$ cat src/rtl/aes_pkg.sv
// Shared AES helpers: GF(2^8) arithmetic, MixColumns coefficients, fold sizing
// and state indexing. The round stages use the same helpers.
package aes_pkg;

  localparam int NUM_COLS = 4;
  localparam int COL_W    = 32;
  localparam int STATE_W  = NUM_COLS * COL_W;

  // A column holds four bytes. Row 0 is the byte at the lowest state index.
  typedef logic [0:3][7:0] column_t;

  // Row 0 of each matrix. Row r is this row rotated right by r positions.
  localparam logic [0:3][7:0] FWD_COEF = {8'h02, 8'h03, 8'h01, 8'h01};
  localparam logic [0:3][7:0] INV_COEF = {8'h0e, 8'h0b, 8'h0d, 8'h09};

  typedef enum logic [1:0] {
    ST_IDLE = 2'd0,
    ST_RUN  = 2'd1,
    ST_DONE = 2'd2
  } fold_state_e;

  // Number of beats needed to cover all four columns.
  function automatic int beats_for(input int cols_per_cycle);
    return NUM_COLS / cols_per_cycle;
  endfunction

  // Column handled by a given lane during a given beat.
  function automatic logic [1:0] col_index(input int beat, input int lane,
                                           input int cols_per_cycle);
    return 2'(beat * cols_per_cycle + lane);
  endfunction

  // Byte b of a state, where byte 0 occupies the lowest bit indices.
  function automatic logic [7:0] state_byte(input logic [0:STATE_W-1] state,
                                            input int b);
    return state[8*b +: 8];
  endfunction

  // Multiply by x modulo x^8 + x^4 + x^3 + x + 1.
  function automatic logic [7:0] xtime(input logic [7:0] b);
    return {b[6:0], 1'b0} ^ (b[7] ? 8'h1b : 8'h00);
  endfunction

  // Multiply by a 4-bit constant using an xtime chain. All MixColumns
  // coefficients fit in four bits.
  function automatic logic [7:0] gf_mul(input logic [7:0] b, input logic [3:0] k);
    logic [7:0] x2, x4, x8;
    x2 = xtime(b);
    x4 = xtime(x2);
    x8 = xtime(x4);
    return (k[0] ? b  : 8'h00) ^ (k[1] ? x2 : 8'h00) ^
           (k[2] ? x4 : 8'h00) ^ (k[3] ? x8 : 8'h00);
  endfunction

  // One output byte of the column transform.
  function automatic logic [7:0] mix_byte(input column_t col, input logic [1:0] row,
                                          input logic inv);
    logic [7:0] acc;
    logic [1:0] k;
    logic [3:0] coef;
    acc = 8'h00;
    for (int j = 0; j < NUM_COLS; j++) begin
      k    = 2'(j) - row;
      coef = inv ? INV_COEF[k][3:0] : FWD_COEF[k][3:0];
      acc  = acc ^ gf_mul(col[j], coef);
    end
    return acc;
  endfunction

endpackage

$ cat src/rtl/mix_column_unit.sv
// Combinational transform of one 32-bit column, forward or inverse.
module mix_column_unit
  import aes_pkg::*;
(
  input  logic [0:31] col_in,
  input  logic        mode,
  output logic [0:31] col_out
);

  column_t col;

  assign col = col_in;

  // Each output byte is the XOR of the four coefficient products for its row.
  always_comb begin
    col_out = '0;
    for (int r = 0; r < NUM_COLS; r++) begin
      col_out[8*r +: 8] = mix_byte(col, 2'(r), mode);
    end
  end

endmodule

$ cat src/rtl/mix_columns_fold.sv
// Column-folded AES MixColumns engine. It transforms COLS_PER_CYCLE columns
// per beat, holds the result under downstream stall and flags overrun strobes.
module mix_columns_fold
  import aes_pkg::*;
#(
  parameter int COLS_PER_CYCLE = 1
) (
  input  logic           clk,
  input  logic           reset,
  input  logic [0:127]   in_data,
  input  logic           in_ready,
  input  logic           in_mode,
  input  logic           in_bypass,
  output logic           in_accept,
  output logic [0:127]   out_data,
  output logic           out_ready,
  input  logic           out_hold,
  output logic           in_drop,
  output logic           busy
);

  localparam int BEATS  = beats_for(COLS_PER_CYCLE);
  localparam int BEAT_W = (BEATS > 1) ? $clog2(BEATS) : 1;

  if (COLS_PER_CYCLE != 1 && COLS_PER_CYCLE != 2 && COLS_PER_CYCLE != 4) begin : g_bad_cpc
    $error("mix_columns_fold: COLS_PER_CYCLE must be 1, 2 or 4");
  end

  typedef logic [0:3][0:31] state_cols_t;

  fold_state_e state_q, state_d;
  logic [BEAT_W-1:0] beat_q, beat_d;
  state_cols_t data_q, data_d;
  state_cols_t out_data_q, out_data_d;
  logic mode_q, mode_d;
  logic drop_q, drop_d;
  logic armed_q;
  logic take;
  logic last_beat;

  logic [1:0]  cidx    [COLS_PER_CYCLE];
  logic [0:31] col_sel [COLS_PER_CYCLE];
  logic [0:31] col_res [COLS_PER_CYCLE];

  // Lane j works on column beat*COLS_PER_CYCLE + j of the captured state.
  for (genvar g = 0; g < COLS_PER_CYCLE; g++) begin : g_lane
    assign cidx[g]    = col_index(int'(beat_q), g, COLS_PER_CYCLE);
    assign col_sel[g] = data_q[cidx[g]];

    mix_column_unit u_col (
      .col_in  (col_sel[g]),
      .mode    (mode_q),
      .col_out (col_res[g])
    );
  end

  assign in_accept = (state_q == ST_IDLE) || ((state_q == ST_DONE) && !out_hold);
  assign out_ready = (state_q == ST_DONE);
  assign busy      = (state_q != ST_IDLE);
  assign out_data  = out_data_q;
  assign in_drop   = drop_q;

  // The first edge after reset release never captures a block.
  assign take      = in_ready && in_accept && armed_q;
  assign last_beat = (beat_q == BEAT_W'(BEATS - 1));

  // Next-state, beat sequencing, capture and write-back of transformed columns.
  // NOTE: every signal written here gets a default first, so no path leaves one unassigned and no latch is inferred.
  always_comb begin
    state_d    = state_q;
    beat_d     = beat_q;
    data_d     = data_q;
    mode_d     = mode_q;
    out_data_d = out_data_q;
    drop_d     = in_ready && !in_accept;

    unique case (state_q)
      ST_IDLE: begin
        if (take) begin
          data_d = in_data;
          mode_d = in_mode;
          beat_d = '0;
          if (in_bypass) begin
            out_data_d = in_data;
            state_d    = ST_DONE;
          end else begin
            state_d = ST_RUN;
          end
        end
      end
      ST_RUN: begin
        for (int j = 0; j < COLS_PER_CYCLE; j++) begin
          out_data_d[cidx[j]] = col_res[j];
        end
        if (last_beat) begin
          beat_d  = '0;
          state_d = ST_DONE;
        end else begin
          beat_d = beat_q + 1'b1;
        end
      end
      ST_DONE: begin
        if (!out_hold) begin
          if (take) begin
            data_d = in_data;
            mode_d = in_mode;
            beat_d = '0;
            if (in_bypass) begin
              out_data_d = in_data;
              state_d    = ST_DONE;
            end else begin
              state_d = ST_RUN;
            end
          end else begin
            state_d = ST_IDLE;
          end
        end
      end
      default: state_d = ST_IDLE;
    endcase
  end

  // Control and result registers; reset discards any block in flight.
  // NOTE: sequential state uses non-blocking assignments so every flop samples the pre-edge values.
  always_ff @(posedge clk or negedge reset) begin
    if (!reset) begin
      state_q    <= ST_IDLE;
      beat_q     <= '0;
      mode_q     <= 1'b0;
      out_data_q <= '0;
      drop_q     <= 1'b0;
      armed_q    <= 1'b0;
    end else begin
      state_q    <= state_d;
      beat_q     <= beat_d;
      mode_q     <= mode_d;
      out_data_q <= out_data_d;
      drop_q     <= drop_d;
      armed_q    <= 1'b1;
    end
  end

  // Captured input state register.
  // NOTE: left without reset on purpose; it is always written on capture before the FSM reads it.
  always_ff @(posedge clk) begin
    data_q <= data_d;
  end

endmodule
$ cat config.mk
export PLATFORM = sky130hd
export DESIGN_NAME = mix_columns_fold
export DESIGN_NICKNAME = d
export VERILOG_FILES = /design/src/rtl/aes_pkg.sv /design/src/rtl/mix_column_unit.sv /design/src/rtl/mix_columns_fold.sv
export SDC_FILE = /design/constraint.sdc
export NUM_CORES = 1
export LEC_CHECK = 0
export BUFFER_PORTS_ARGS = -buffer_cell sky130_fd_sc_hd__buf_2
export CORE_MARGIN = 2
export CORE_UTILIZATION = 55
export CTS_CLUSTER_DIAMETER = 30
export CTS_CLUSTER_SIZE = 14
export DETAILED_ROUTE_END_ITERATION = 16
export PLACE_DENSITY = 0.83
export SLEW_MARGIN = 15
export SYNTH_ARGS = -nofsm -noshare
export SYNTH_HDL_FRONTEND = slang
export SYNTH_SLANG_ARGS = --single-unit
export TNS_END_PERCENT = 50
$ cat constraint.sdc
create_clock -name clk -period 7.5 [get_ports clk]
set_input_delay 1.5 -clock clk [delete_from_list [all_inputs] [get_ports clk]]
set_output_delay 1.5 -clock clk [all_outputs]
set_load 0.02 [all_outputs]
==> results.toml <==
[logic_synthesis]
syn_area_per_cell_sq_um = 13.6
synth_common_cells = "135 x dfrtp_1, 128 x edfxtp_1, 115 x xnor2_1"
synth_top_cell_by_area = "edfxtp_1"
synthAdderAreaFrac_pct = 0.385
synth_top_area_share_pct = 29.6
syn_inst = 958
synth_xor_area_share_pct = 19.1
synthTopCellsByArea = "edfxtp_1 30%, dfrtp_1 26%, xnor2_1 7.8%, a22oi_1 5.9%, xnor3_1 5.5%"
synthMuxAreaShare_pct = 5.85
synth_edf_count = 128
yosys_register_bits = 263
synthArstFlopShare_pct = 51.3
synth_top_family_by_area = "XOR/XNOR gates"
yosys.area_share.simple_pct = 3.21
syn-cell-area_sq_um = 13000
ys_types = 46
ys_seq_area_share_pct = 55.6
ys.flop_type = "dfrtp_1"
yosysWarnings = 0
synth-compound-area-share_pct = 12.8
synth_nets = 1096
synth_most_common_cell = "dfrtp_1"

[critical_path]
cp_slowest_cell = "mux4_1"
critPathTopFamily = "XOR/XNOR gates"
worstSetupEndpointType = "register"
r2r_end = "out_data[59]"
crit_path_start_kind = "register"
cp_max_fo = 36
path_cells = "buf_4 -> mux4_1 -> xor2_2 -> xnor3_1 -> and2_4 -> o21ai_2 -> xnor3_1 -> o21ai_1"
cp_data_required_time_ps = 7920
cp_num_buf_inv = 1
critPathMaxStageDelay_ps = 920
r2r-start = "beat_q[0]"
r2r_cells = 8
r2r_setup_slack_ps = 3380
worstSetupPathType = "reg -> reg"
arrival_ps = 4540
path_common_cell = "xnor3_1"

[route]
wl_per_cell_microns = 26.1
wirelength_microns = 41000
vias = 9910
via_per_inst = 6.31
ant_nets = 0
drcViolationCount = 0
first_pass_iters = 6
drt-initial-drc-count = 1225

[layout]
drive_gt1_share_pct = 33.1
n_fill_cell = 1522
area_delta_synth_final_pct = 23.7
nNetsFinal = 1348

[timing]
final_hold_viol_count = 0
post-route-period-util_pct = 54.9
clock_skew_ps = 20.5
setup-tns-final_ps = 0
post-route-min-period_ps = 4120
fmax_ghz = 0.243
relSlewSlack_pct = 13.1
worstMarginPinSlew_ps = 1300
report.final.setup_viol = 0
drv_slew = 0
rsz0062_at_grt = "false"

[die]
die_w_microns = 158
num_rows = 56
coreArea_sq_um = 23300
start_util_pct = 55.7
pin_count = 266
die_area_sq_um = 24900
die_y_microns = 158

[global_routing]
grt_pass1_vias = 10219
antenna_found_initial = 5
grt_overflow = 0
grt_max_degree = 84
grt_pass1_wl_microns = 60700
grt_usage_pct = 33.1

[clock_network]
cts_setup_buffers = 0
clk_pin_slew_worst_paths_ps = 50
cts_htree_levels = 2
postCtsHoldBufs = 0
clk_path_buf_depth = 3
cts_buffers = 45
cts.sinks = 263
root_buffer = "clkbuf_16"
cts_resized = 0
cts_tree = "built"
clk-insertion-delay-late_ps = 540

[min_path]
hold_start = "out_data[104]"
hold_end = "out_data[104]"
worstHoldPathCells = 2
hp-class = "reg -> reg"

[job]
cap_violations = 0

[placed_design]
gp_congestion = 0.963
hpwl_microns = 26200
portBuffers = 265

[outcome]
status = "completed"
==> tightest hold or removal path: cells and delay by family (launching register included) <==
kind / cells / cell delay [ps]
flip-flops: 1 / 340
AO/OA/AOI/OAI: 1 / 70
AND/OR/NAND/NOR: 1 / 60
==> registers in the layout (all words and copies together), names as in the netlist <==
| name | flops |
|---|---|
| beat_q | 2 |
| armed_q | 1 |
| out_data | 128 |
| in_drop | 1 |
| mode_q | 1 |
| state_q | 2 |
| data_q | 128 |
==> layout make-up <==
| class | count | area [sq um] | share of cell area (%) |
|---|---|---|---|
| sequential | 263 | 7220 | 45.0 |
| inverter | 8 | 30.0 | 0.187 |
| tap | 319 | 399 | 2.48 |
| multi-input combinational | 615 | 5420 | 33.7 |
| antenna | 5 | 12.5 | 0.0779 |
| timing repair buffer | 277 | 1420 | 8.85 |
| clock inverter | 34 | 419 | 2.61 |
| clock buffer | 49 | 1140 | 7.10 |
==> routing by layer <==
metal  GRT usage, %  vias to the layer above  wire length (microns)
met3           8.40                      181                   4580
li1               -                     4055                      -
met1           42.6                     4896                  14700
met4           17.5                        2                   2210
met2           52.1                      776                  19500
met5              0                        -                     13
==> stage by stage <==
stage	setup WS, ps	instances	instance area, sq um	hold slack [ps]	util (%)
5_1_grt	3260	1568	16100	519	68.8
2_1_floorplan	60.4	958	13000	513	-
6_report	3380	1570	16100	503	68.9
3_3_place_gp	3200	1482	14500	478	62.1
3_5_place_dp	3050	1482	14500	489	62.1
4_1_cts	3390	1565	16100	507	68.8
==> worst max path at each step <==
| stage | startpoint | end | slack [ps] | cells past startpoint |
|---|---|---|---|---|
| 3_3_place_gp | out_hold | out_data[99] | 3200 | 8 |
| 3_5_place_dp | out_hold | out_data[115] | 3050 | 8 |
| 2_1_floorplan | out_hold | out_data[118] | 60 | 8 |
| 4_1_cts | beat_q[0] | out_data[59] | 3390 | 8 |
| 5_1_grt | beat_q[0] | out_data[74] | 3260 | 8 |
| 6_report | beat_q[0] | out_data[59] | 3380 | 8 |
==> cell families (layout without fill, tap and decap cells) <==
| logic type | Yosys count | after routing |
|---|---|---|
| buffers and inverters | 80 | 368 |
| AND/OR/NAND/NOR | 96 | 96 |
| XOR/XNOR | 207 | 207 |
| other | 1 | 6 |
| multiplexers | 34 | 34 |
| adder cells (fa/ha/maj) | 4 | 4 |
| flip-flops | 263 | 263 |
| AO/OA/AOI/OAI | 273 | 273 |
==> placed cells by master (no fill, tap or decap), types with 5 or more instances in the layout <==
cell,count
a21oi_1,31
xor2_2,6
or3_1,6
dfrtp_1,134
diode_2,5
buf_2,264
xnor2_1,115
xnor2_2,10
xnor3_1,32
edfxtp_1,128
xor3_1,6
inv_1,7
nor2_1,13
nand2_1,59
o21ai_0,90
buf_4,12
clkinv_4,5
a22oi_1,102
xor2_1,37
o22ai_1,11
inv_6,10
o211ai_1,6
o21ai_1,27
bufinv_16,7
clkinv_2,7
mux4_2,28
clkbuf_16,45
Power is left out: the tool's default activity adds up to more than one toggle a clock period on the data nets, which glitch-free logic cannot reach.
